**src/rtl/fetch_unit.sv**
```systemverilog
// RV32I instruction fetch: credit-based imem requests, prefetch FIFO, redirect flush.
// Optional FETCH_PERF_CNT_EN adds a saturating bubble counter output.
module fetch_unit #(
  parameter int              WIDTH    = 32,
  parameter int              DEPTH    = 4,
  parameter logic [WIDTH-1:0] RESET_PC = '0
) (
  input  logic             clk,
  input  logic             rst_n,
  output logic             imem_req,
  output logic [WIDTH-1:0] imem_addr,
  input  logic             imem_ready,
  input  logic             imem_rvalid,
  input  logic [WIDTH-1:0] imem_rdata,
  input  logic             redirect,
  input  logic [WIDTH-1:0] redirect_pc,
  input  logic             stall_d,
  output logic             valid_d,
  output logic [WIDTH-1:0] ins_d,
  output logic [WIDTH-1:0] pc_d,
  output logic [WIDTH-1:0] pc_plus4_d
`ifdef FETCH_PERF_CNT_EN
  ,
  output logic [WIDTH-1:0] bubble_cnt
`endif
);
  localparam int AW = $clog2(DEPTH);
  localparam int CW = AW + 1;
  localparam logic [WIDTH-1:0] NOP = WIDTH'(32'h0000_0013);

  typedef struct packed {
    logic [WIDTH-1:0] ins;
    logic [WIDTH-1:0] pc;
  } fq_entry_t;

  fq_entry_t        fq_mem [DEPTH];
  logic [WIDTH-1:0] tag_q  [DEPTH];

  logic [WIDTH-1:0] fetch_pc;
  logic [AW-1:0]    rd_ptr, wr_ptr, tag_rd, tag_wr;
  logic [CW-1:0]    count, inflight, drop;
  logic [CW:0]      credit_sum;
  logic             credit, accept, pop, fq_wr;

  assign credit_sum = {1'b0, inflight} + {1'b0, count};
  assign credit     = credit_sum < (CW+1)'(DEPTH);
  // Gated by rst_n so nothing is requested while the core is held in reset.
  assign imem_req   = rst_n && !redirect && credit;
  assign imem_addr  = fetch_pc;
  assign accept     = imem_req && imem_ready;

  assign valid_d    = (count != '0);
  assign pop        = valid_d && !stall_d && !redirect;
  assign fq_wr      = imem_rvalid && (drop == '0) && !redirect;

  assign ins_d      = valid_d ? fq_mem[rd_ptr].ins : NOP;
  // With nothing buffered, show the next fetch address.
  assign pc_d       = valid_d ? fq_mem[rd_ptr].pc : fetch_pc;
  assign pc_plus4_d = pc_d + WIDTH'(4);

  always_ff @(posedge clk or negedge rst_n) begin
    if (!rst_n) begin
      fetch_pc <= RESET_PC;
      rd_ptr   <= '0;
      wr_ptr   <= '0;
      tag_rd   <= '0;
      tag_wr   <= '0;
      count    <= '0;
      inflight <= '0;
      drop     <= '0;
    end else begin
      // Tags pop on every return, stale or not, so the queue stays aligned with memory.
      if (accept)      tag_wr <= tag_wr + AW'(1);
      if (imem_rvalid) tag_rd <= tag_rd + AW'(1);
      inflight <= inflight + CW'(accept) - CW'(imem_rvalid);
      if (redirect) begin
        fetch_pc <= redirect_pc;
        rd_ptr   <= wr_ptr;
        count    <= '0;
        drop     <= inflight - CW'(imem_rvalid);
      end else begin
        if (accept) fetch_pc <= fetch_pc + WIDTH'(4);
        if (fq_wr)  wr_ptr   <= wr_ptr + AW'(1);
        if (pop)    rd_ptr   <= rd_ptr + AW'(1);
        count <= count + CW'(fq_wr) - CW'(pop);
        if (imem_rvalid && (drop != '0)) drop <= drop - CW'(1);
      end
    end
  end

  always_ff @(posedge clk) begin
    if (accept) tag_q[tag_wr]  <= fetch_pc;
    if (fq_wr)  fq_mem[wr_ptr] <= '{ins: imem_rdata, pc: tag_q[tag_rd]};
  end

`ifdef FETCH_PERF_CNT_EN
  always_ff @(posedge clk or negedge rst_n) begin
    if (!rst_n)                          bubble_cnt <= '0;
    else if (!valid_d && bubble_cnt != '1) bubble_cnt <= bubble_cnt + WIDTH'(1);
  end
`endif
endmodule

```
**config.mk**
```make
export PLATFORM = sky130hd
export DESIGN_NAME = fetch_unit
export DESIGN_NICKNAME = d
export VERILOG_FILES = /design/src/rtl/fetch_unit.sv
export SDC_FILE = /design/constraint.sdc
export NUM_CORES = 1
export LEC_CHECK = 0
export ABC_CLOCK_PERIOD_IN_PS = 4110
export BUFFER_PORTS_ARGS = -buffer_cell sky130_fd_sc_hd__buf_2
export CAP_MARGIN = 20
export CORE_UTILIZATION = 37
export DETAILED_ROUTE_END_ITERATION = 16
export PLACE_DENSITY_LB_ADDON = 0.08
export SLEW_MARGIN = 5
export SYNTH_ARGS = -nofsm -noshare
export SYNTH_HDL_FRONTEND = slang
export SYNTH_SLANG_ARGS = --single-unit
export TNS_END_PERCENT = 20
```
**constraint.sdc**
```tcl
create_clock -name clk -period 4.11 [get_ports clk]
set_input_delay 0.411 -clock clk [delete_from_list [all_inputs] [get_ports clk]]
set_output_delay 0.411 -clock clk [all_outputs]
set_load 0.02 [all_outputs]
```
==> results.yml, run 1 <==
yosys:
  avgSynthCellArea_sq_um: 16.9
  yosysTopAreaCell: "edfxtp_1"
  syn_inst: 1068
  syn_nets: 1160
  syn_area_sq_um: 18100
  synth_common_cells: "edfxtp_1 (384), nand2_1 (137), mux4_2 (96)"
  netlist_top_cells_area: "edfxtp_1 (64%), mux4_2 (12%), dfrtp_1 (6.8%)"
  yosysMostFrequentCell: "edfxtp_1"
  ys_seq_area_frac: 0.707
  synth_top_area_frac: 0.639
  synth_ff_type: "edfxtp_1"
  ys_seq_elements: 433
  yosysWarnings: 0
  async_reset_ff_frac: 0.113
  synth.distinct_cells: 56
  synth_enable_flop_cells: 384
power_and_ir_drop:
  p_switching_mw: 5.73
  p_int_mw: 9.78
  p_per_area_nw_per_um2: 724
  p_sw_frac: 0.370
  power.total_mw: 15.5
  leakagePower_nw: 7.76
  pwr-share-clk: 0.254
  vdd_ir_drop_max_uv: 419
  p_seq_frac: 0.368
  pwr-share-comb: 0.379
sta:
  finalSetupViolations: 0
  period_needed_ns: 3.90
  hold_viol: 0
  rsz0062_at_grt: "no"
  max_freq_ghz: 0.257
  holdWs_ns: 0.0406
  worstMarginPinSlew_ns: 1.05
  finClkSkew_ns: 0.0169
  timing.setup.tns_ns: 0
  slew_violations: 0
  maxSlewHeadroom: 0.298
  setup_ws_ns: 0.212
  min_period_over_period: 0.948
detailed_routing:
  wirelength_um: 47300
  detail-route-antenna-nets: 0
  vias: 10200
  dr.pass1.iters: 7
  viasPerCell: 5.24
  drtIter0Drc: 783
  post_drt_wl_per_cell_um: 24.2
  drc: 0
critical_path:
  worstSetupPathType: "flip-flop to output port"
  end_kind: "output port"
  endpoint: "pc_plus4_d[30]"
  reg2reg_from: "count[2]"
  worstSetupStartpointType: "flip-flop"
  timing.rr.end: "inflight[2]"
  timing.reg2reg.worst_path_depth: 12
  path_max_fanout: 10
  reg2reg_slack_ns: 0.70
  crit_arrival_ns: 3.49
  worstPathRequired_ns: 3.70
  critPathLaunch: "rd_ptr[0]"
die:
  die_x_um: 223
  fp-row-count: 80
  start_util: 0.377
  core_area_sq_um: 47900
  io_pins: 200
  die_area_sq_um: 49700
  die_y_um: 223
clock_tree:
  cts_tree: "done"
  cts_hold_buffers: 0
  clk_pin_slew_worst_paths_ns: 0.06
  cts_inserted_buffers: 47
  clock-sinks: 433
  cts_root_buffer: "clkbuf_16"
  clk_latency_ns: 0.58
  ctsHtreeMaxLevel: 2
  clk_path_buf_depth: 3
hold_path:
  min_path_type: "input pin to async pin"
global_route:
  grt_max_degree: 83
  grt_overflow: 0
  grt_pass1_wl_um: 69700
  grt_pass1_vias: 10500
  antenna_found_initial: 1
  gr-usage-all-layers: 0.193
outcome:
  status: "completed"
job:
  cap_violations: 0
placed_design:
  post-place-ws_ns: 0.381
  finalWeightedCongestion: 0.783
  portBuffers: 199
  post_dp_cell_area_sq_um: 19900
  dp_hpwl_um: 30600
cells_and_area:
  multi_input_area_sq_um: 5000
  antennaDiodeCount: 0
  final_nets: 1395
  syn_to_final_growth_pct: 18.7
  drive_gt1_frac: 0.312
  fin_area_sq_um: 21400
  nFillCells: 4252
  seqCellArea_sq_um: 12800
metal layers:
metal,GRT usage,vias to the layer above,wire (um)
met1,0.264,5285,21000
met2,0.314,285,23000
met3,0.0317,61,2160
met4,0.0634,2,1090
li1,-,4611,-
met5,0,-,13
sequential cells by signal, indices dropped and copies added (netlist names):
name       count
imem_addr     32
drop           3
tag_wr         2
wr_ptr         2
rd_ptr         2
count          3
inflight       3
fq_mem       256
tag_q        128
tag_rd         2
power by group through the flow:
stage,logic [mW],clock network [mW],registers [mW]
3_5_place_dp,5.96,0,5.81
5_1_grt,6.33,4.18,5.75
2_1_floorplan,4.04,0,5.63
6_report,5.87,3.93,5.71
3_3_place_gp,5.96,0,5.80
4_1_cts,5.98,4.04,5.72
through the flow:
stage	std cells	util
final	1956	0.447
after global routing	1956	0.447
after CTS	1955	0.446
after detailed placement	1867	0.416
after global placement	1867	0.416
after floorplan	1068	-
how the worst min path moves through the flow:
stage / to / slack [ns] / depth (start not counted)
2_1_floorplan: count[0] / 0.12 / 0
3_3_place_gp: tag_wr[0] / 0.53 / 1
3_5_place_dp: tag_wr[0] / 0.53 / 1
4_1_cts: fq_mem[0][33] / 0.01 / 1
5_1_grt: fq_mem[0][55] / 0.03 / 1
6_report: imem_addr[25] / 0.04 / 2
worst max-delay path, cell delays in order, from the launching register on:
cell	delay [ns]
dfrtp_4	0.57
mux4_2	0.38
mux2i_1	0.09
inv_1	0.09
ha_1	0.19
inv_1	0.09
a221o_2	0.41
or3_4	0.41
nor4b_2	0.35
xor2_2	0.15
buf_2	0.17
cell type report:
cell class | instances | area share
flip-flops and latches | 433 | 0.596
well taps | 615 | 0.0359
clock inverters | 25 | 0.00806
clock buffers | 62 | 0.0585
multi-input cells | 554 | 0.233
repair buffers | 238 | 0.0634
inverters | 29 | 0.00508
what timing repair did:
action | CTS | global route
gates resized for setup | 3 | 3
endpoints found under the setup margin | 6 | 4
buffers inserted | 1 | 1
pin swaps | 1 | 1
kinds of logic after synthesis:
kind of cell / share of synthesized area
AND/OR/NAND/NOR: 0.0794
AO/OA/AOI/OAI: 0.0304
XOR/XNOR: 0.0238
multiplexers: 0.125
flip-flops: 0.707
buffers and inverters: 0.0189
adder cells (fa/ha/maj): 0.0161
layout by cell type, fill, tap and decap left out, drive strengths merged, types with 3 or more instances in the layout:
cell type,Yosys,final
edfxtp,384,384
buf,25,238
nand2,137,137
mux4,96,96
clkbuf,27,62
dfrtp,49,49
and2,38,38
nor2,33,33
o21ai,31,31
inv,29,30
xnor2,26,26
nand3,26,26
xor2,23,23
clkinv,0,22
ha,20,20
nand4,17,17
and3,12,12
nor3,11,11
a21oi,10,10
a221o,10,10
nor4,8,8
o311ai,7,7
mux2i,6,6
a31oi,5,5
a21o,4,4
nor2b,3,3
or2,3,3
mux2,3,3
Power figures use the tool's default switching activity.
==> inputs of run 2 (changes only) <==
PLACE_DENSITY = 0.63   (was default)
PLACE_DENSITY_LB_ADDON = default   (was 0.08)
RECOVER_POWER = 100   (was default)
==> run 2 against run 1 <==
Net effect: the run now ends with max-capacitance violations, max-slew violations left; sequential power is essentially flat; flip-flop and latch count is the same; total power shrank 0.21%; critical path depth shrank 2; first-iteration DRC count grew 8.2%; largest cell class unchanged; worst setup slack lost 0.17 ns; die area is the same; global-route usage shrank 1.1 points; final cell count shrank 0.41%.
==> results.yml, run 2 (synthesis gave the netlist of run 1 again) <==
detailed_routing:
  detail-route-antenna-nets: 0
  drtIter0Drc: 847
  vias: 10400
  viasPerCell: 5.34
  dr.pass1.iters: 6
  drc: 0
  wirelength_um: 44900
  post_drt_wl_per_cell_um: 23.1
outcome:
  violations: "max-capacitance violations, max-slew violations"
  status: "complete, but fails checks"
cells_and_area:
  nFillCells: 4255
  antennaDiodeCount: 0
  fin_area_sq_um: 21200
  drive_gt1_frac: 0.194
  largest_reg_flops: 256
  largest_register: "fq_mem"
  final_nets: 1389
  utilization: 0.441
  layout_commonest_cell: "edfxtp_1"
  final_cell_mix: "edfxtp_1 (384), clkbuf_1 (158), nand2_1 (137)"
  syn_to_final_growth_pct: 17.2
sta:
  worstMarginPinSlew_ns: 2.98
  min_period_over_period: 0.989
  max_freq_ghz: 0.246
  maxSlewHeadroom: -0.990
  period_needed_ns: 4.07
  holdWs_ns: 0.0343
  slew_violations: 265
  timing.setup.tns_ns: 0
  finClkSkew_ns: 0.0181
  rsz0062_at_grt: "yes"
  hold_viol: 0
  finalSetupViolations: 0
critical_path:
  worstPathRequired_ns: 3.70
  worstSetupStartpointType: "flip-flop"
  cp_common_cell: "nand4_1"
  path_cells: "buf_12 -> mux4_2 -> nand4_1 -> a221oi_1 -> nand4_1 -> nor4_1 -> xor2_1 -> buf_2"
  worstSetupPathType: "flip-flop to output port"
  slowest_delay_ns: 0.53
  crit_arrival_ns: 3.65
  crit_family: "simple AND/OR/NAND/NOR gates"
  path_max_fanout: 31
  cp_num_buf_inv: 2
  end_kind: "output port"
  critPathSlowestCell: "dfrtp_4"
hold_path:
  min_path_type: "input pin to flip-flop"
power_and_ir_drop:
  power.total_mw: 15.5
  leakagePower_nw: 7.23
  p_per_area_nw_per_um2: 731
  vdd_ir_drop_max_uv: 397
die:
  die_y_um: 223
  fp-row-count: 80
  start_util: 0.377
  die_x_um: 223
  io_pins: 200
  core_area_sq_um: 47900
  die_area_sq_um: 49700
job:
  cap_violations: 8
placed_design:
  post_dp_cell_area_sq_um: 19900
  dp_hpwl_um: 29100
  finalWeightedCongestion: 0.877
  portBuffers: 199
global_route:
  grt_pass1_vias: 10600
  grt_overflow: 0
  grt_pass1_wl_um: 66600
  antenna_found_initial: 0
  grt_max_degree: 55
  gr-usage-all-layers: 0.182
clock_tree:
  clk_latency_ns: 0.58
  cts_inserted_buffers: 45
  clk_path_buf_depth: 3
  cts_hold_buffers: 0
  clk_pin_slew_worst_paths_ns: 0.06
  cts_tree: "done"
  post-cts-setup-buffers: 0
  clock-sinks: 433
  ctsHtreeMaxLevel: 2
  cts_root_buffer: "clkbuf_16"
-- run 2: cell count changes in the layout (fill, tap and decap cells not counted), moves of 3 or more --
cell and change:
clkbuf_2 +6, o21ai_1 -4, buf_4 -20, and2_0 +3, clkbuf_8 +3, o21ai_0 +4
clkinvlp_4 +3, and2_4 -4, clkbuf_1 +144, buf_2 -145
-- run 2: stage by stage --
stage          std cells  setup WS (ns)
2_1_floorplan       1068         0.0270
3_3_place_gp        1865          0.577
3_5_place_dp        1865          0.561
4_1_cts             1948         0.0137
5_1_grt             1948        -0.0491
6_report            1948         0.0446
-- run 2: cell type report --
type / instances / area, sq um / area share
clock inverters: 31 / 260 / 0.0123
clock buffers: 52 / 1200 / 0.0569
repair buffers: 234 / 1090 / 0.0513
multi-input cells: 554 / 4970 / 0.235
inverters: 29 / 109 / 0.00514
flip-flops and latches: 433 / 12800 / 0.603
well taps: 615 / 769 / 0.0364
-- run 2: power breakdown --
group          total (mW)  leakage, nW  switching (mW)  internal [mW]
clock network        4.02        0.714            1.72           2.30
registers            5.68         4.05           0.347           5.33
logic                5.78         2.46            3.79           1.99
total                15.5         7.23            5.86           9.62
-- run 2: what timing repair did --
action	CTS	global route
gates resized for setup	1	2
pin swaps	0	0
cloned	0	0
setup endpoints to repair	1	6
-- run 2: final timing paths --
check | to | depth (start not counted) | startpoint | slack (ns)
setup / recovery | pc_plus4_d[31] | 8 | rd_ptr[0] | 0.04
hold / removal | imem_addr[19] | 2 | redirect_pc[19] | 0.03
setup reg to reg | fq_mem[3][0] | 7 | drop[0] | 0.26
hold reg to reg | tag_wr[0] | 1 | tag_wr[0] | 0.54
max in group asynchronous | rd_ptr[0] | 2 | rst_n | 0.97
min in group asynchronous | imem_addr[28] | 2 | rst_n | 1.03
-- run 2: metal layers --
layer	up-vias	global-route usage	wire [um]
met2	375	0.292	21600
li1	4611	-	-
met5	-	0	0
met3	85	0.0362	2730
met1	5323	0.237	18700
met4	0	0.0892	1960
==> inputs of run 3 (changes only) <==
ABC_AREA = 1   (was default)
CORE_ASPECT_RATIO = 1.25   (was default)
PLACE_DENSITY = 0.62   (was 0.63)
==> run 3 against run 2 <==
Net effect: the run still ends with max-capacitance violations, max-slew violations left; count of clock-buffer cells in the layout rose by 4; utilization down 1.3 points; area after synthesis up 9.4%; maximum frequency is 2.1% higher; first-iteration DRC count is 48% higher; highest routed layer is now met5.
==> results.yml, run 3 <==
global_route:
  grt_max_degree: 95
  grt_overflow: 0
  grt_pass1_wl_um: 85000
  gr-usage-all-layers: 0.209
  antenna_found_initial: 1
  grt_pass1_vias: 13800
critical_path:
  worstSetupStartpointType: "flip-flop"
  end_kind: "output port"
  worstPathRequired_ns: 3.70
  slowest_delay_ns: 0.43
  worstSetupPathType: "flip-flop to output port"
  crit_family: "simple AND/OR/NAND/NOR gates"
  crit_arrival_ns: 3.57
  path_cells: "inv_1 -> buf_4 -> nand3_1 -> nand2_1 -> nand2_1 -> nand2_1 -> nand2_2 -> nor2_1 -> nand2_1 -> nor2_1 -> xor2_1 -> buf_2"
  reg2reg_slack_ns: 0.42
  cp_common_cell: "nand2_1"
  path_max_fanout: 25
  cp_num_buf_inv: 3
  critPathSlowestCell: "buf_4"
yosys:
  ys_seq_elements: 433
  synth.distinct_cells: 43
  yosysWarnings: 0
  yosysMostFrequentCell: "nand2_1"
  synth.mux.area_fraction: 0
  synth_top_area_frac: 0.584
  synth_top_family_by_area: "simple AND/OR/NAND/NOR gates"
  synth_xor_area_frac: 0.0204
  yosys.area_share.simple: 0.185
  async_reset_ff_frac: 0.113
  ys_seq_area_frac: 0.646
  syn_inst: 1920
  syn_nets: 2012
  synth_ff_type: "edfxtp_1"
  synth_enable_flop_cells: 384
  netlist_top_cells_area: "edfxtp_1 (58%), nand2_1 (8.1%), dfrtp_1 (6.2%)"
  syn_area_sq_um: 19700
  synth_fa_ha_area_frac: 0.0147
  synth_common_cells: "nand2_1 (425), edfxtp_1 (384), nor2_1 (277)"
  yosysTopAreaCell: "edfxtp_1"
  avgSynthCellArea_sq_um: 10.3
  synth_compound_area_frac: 0.0728
detailed_routing:
  drtIter0Drc: 1253
  dr.pass1.iters: 5
  drc: 0
  detail-route-antenna-nets: 0
  vias: 14500
  post_drt_wl_per_cell_um: 20.1
  viasPerCell: 5.15
  wirelength_um: 56600
outcome:
  status: "complete, but fails checks"
  violations: "max-capacitance violations, max-slew violations"
cells_and_area:
  fin_area_sq_um: 22600
  largest_reg_flops: 256
  syn_to_final_growth_pct: 14.5
  drive_gt1_frac: 0.101
  final_nets: 2199
  final_cell_mix: "nand2_1 (428), edfxtp_1 (384), nor2_1 (276)"
  layout_commonest_cell: "nand2_1"
  largest_register: "fq_mem"
die:
  io_pins: 200
  die_y_um: 260
  die_x_um: 209
  core_area_sq_um: 52700
  start_util: 0.375
  fp-row-count: 94
  die_area_sq_um: 54300
hold_path:
  min_path_type: "input pin to flip-flop"
placed_design:
  post_dp_cell_area_sq_um: 21400
  portBuffers: 199
  post-place-ws_ns: 0.631
  dp_hpwl_um: 38000
  finalWeightedCongestion: 0.950
clock_tree:
  cts_tree: "done"
  clk_pin_slew_worst_paths_ns: 0.06
  cts_root_buffer: "clkbuf_16"
  clock-sinks: 433
  clk_latency_ns: 0.59
  cts_inserted_buffers: 45
  ctsHtreeMaxLevel: 2
  clk_path_buf_depth: 3
sta:
  rsz0062_at_grt: "no"
  maxSlewHeadroom: -1.03
  setup_ws_ns: 0.128
  period_needed_ns: 3.98
  slew_violations: 182
  finClkSkew_ns: 0.0206
  min_period_over_period: 0.969
  max_freq_ghz: 0.251
  worstMarginPinSlew_ns: 3.05
  hold_viol: 0
  timing.setup.tns_ns: 0
  finalSetupViolations: 0
power_and_ir_drop:
  vdd_ir_drop_max_uv: 378
  power.total_mw: 17.7
  leakagePower_nw: 8.76
  p_per_area_nw_per_um2: 782
job:
  cap_violations: 3
-- run 3: cell count changes after synthesis, moves of 22 or more --
| cell | before | now |
|---|---|---|
| mux4_2 | 96 | 0 |
| and2_1 | 37 | 0 |
| nand2_1 | 137 | 425 |
| inv_1 | 27 | 183 |
| nand3_1 | 26 | 99 |
| a21oi_1 | 10 | 35 |
| o21ai_0 | 25 | 157 |
| nor2_1 | 33 | 277 |
| clkbuf_1 | 27 | 49 |
| o22ai_1 | 2 | 35 |
-- run 3: worst register-to-register path, cell delays in order (launching register included) --
cell	delay, ns
dfrtp_1	0.44
ha_1	0.31
nand3_1	0.06
nand2_1	0.09
nor3_1	0.08
nand2_1	0.11
clkbuf_1	1.06
nand2_1	0.64
buf_4	0.38
clkinv_1	0.20
nand2_1	0.08
o211ai_1	0.14
-- run 3: cells by family (layout without fill, tap and decap cells) --
kind of cell,count (synthesis),after routing
simple gates,879,879
xor+xnor,46,46
fa+ha+maj,22,22
buf+inv,280,504
flops,433,433
compound gates,260,260
other cells,0,1
-- run 3: final cells by class --
| class | count | area [sq um] |
|---|---|---|
| Antenna cell | 1 | 2.50 |
| Clock buffer | 56 | 1200 |
| Clock inverter | 28 | 230 |
| Fill cell | 5057 | 30100 |
| Inverter | 189 | 714 |
| Multi-Input combinational cell | 1207 | 5790 |
| Sequential cell | 433 | 12800 |
| Tap cell | 672 | 841 |
| Timing Repair Buffer | 231 | 1060 |
-- run 3: routing by layer --
metal | part of all wire | wire length, um | global-route usage | vias to the layer above
met5 | 0.00023 | 13 | 0 | -
met4 | 0.034 | 1920 | 0.0825 | 2
met3 | 0.064 | 3640 | 0.0308 | 111
met2 | 0.47 | 26400 | 0.339 | 529
met1 | 0.44 | 24700 | 0.283 | 7062
li1 | - | - | - | 6809
-- run 3: path summary, 6_finish.rpt --
check                                      from        endpoint  cells after the start
worst max-delay path                  rd_ptr[1]  pc_plus4_d[13]                     12
worst min-delay path            redirect_pc[25]   imem_addr[25]                      3
worst max register to register         count[1]   imem_addr[23]                     11
worst min register to register      inflight[1]     inflight[2]                      1
max in group asynchronous                 rst_n       rd_ptr[0]                      2
min in group asynchronous                 rst_n   imem_addr[26]                      2
-- run 3: through the flow --
step	hold slack [ns]	instances	util
final	0.0305	2817	0.429
after global routing	0.0197	2816	0.429
after CTS	0.00215	2816	0.434
after detailed placement	0.516	2731	0.407
after global placement	0.521	2731	0.407
after floorplan	0.115	1920	-
-- run 3: timing repair --
item / CTS / global route
resized for setup: 0 / 4
hold buffers: 1 / 0
endpoints found under the setup margin: 0 / 13
buffers inserted: 0 / 0
endpoints found under the hold margin: 1 / 0
-- run 3: power by group --
part | total [mW] | leakage [nW] | internal [mW] | switching, mW
combinational | 7.92 | 4.00 | 1.91 | 6.01
clock | 3.98 | 0.704 | 2.27 | 1.71
sequential | 5.77 | 4.05 | 5.44 | 0.331
total | 17.7 | 8.76 | 9.62 | 8.05
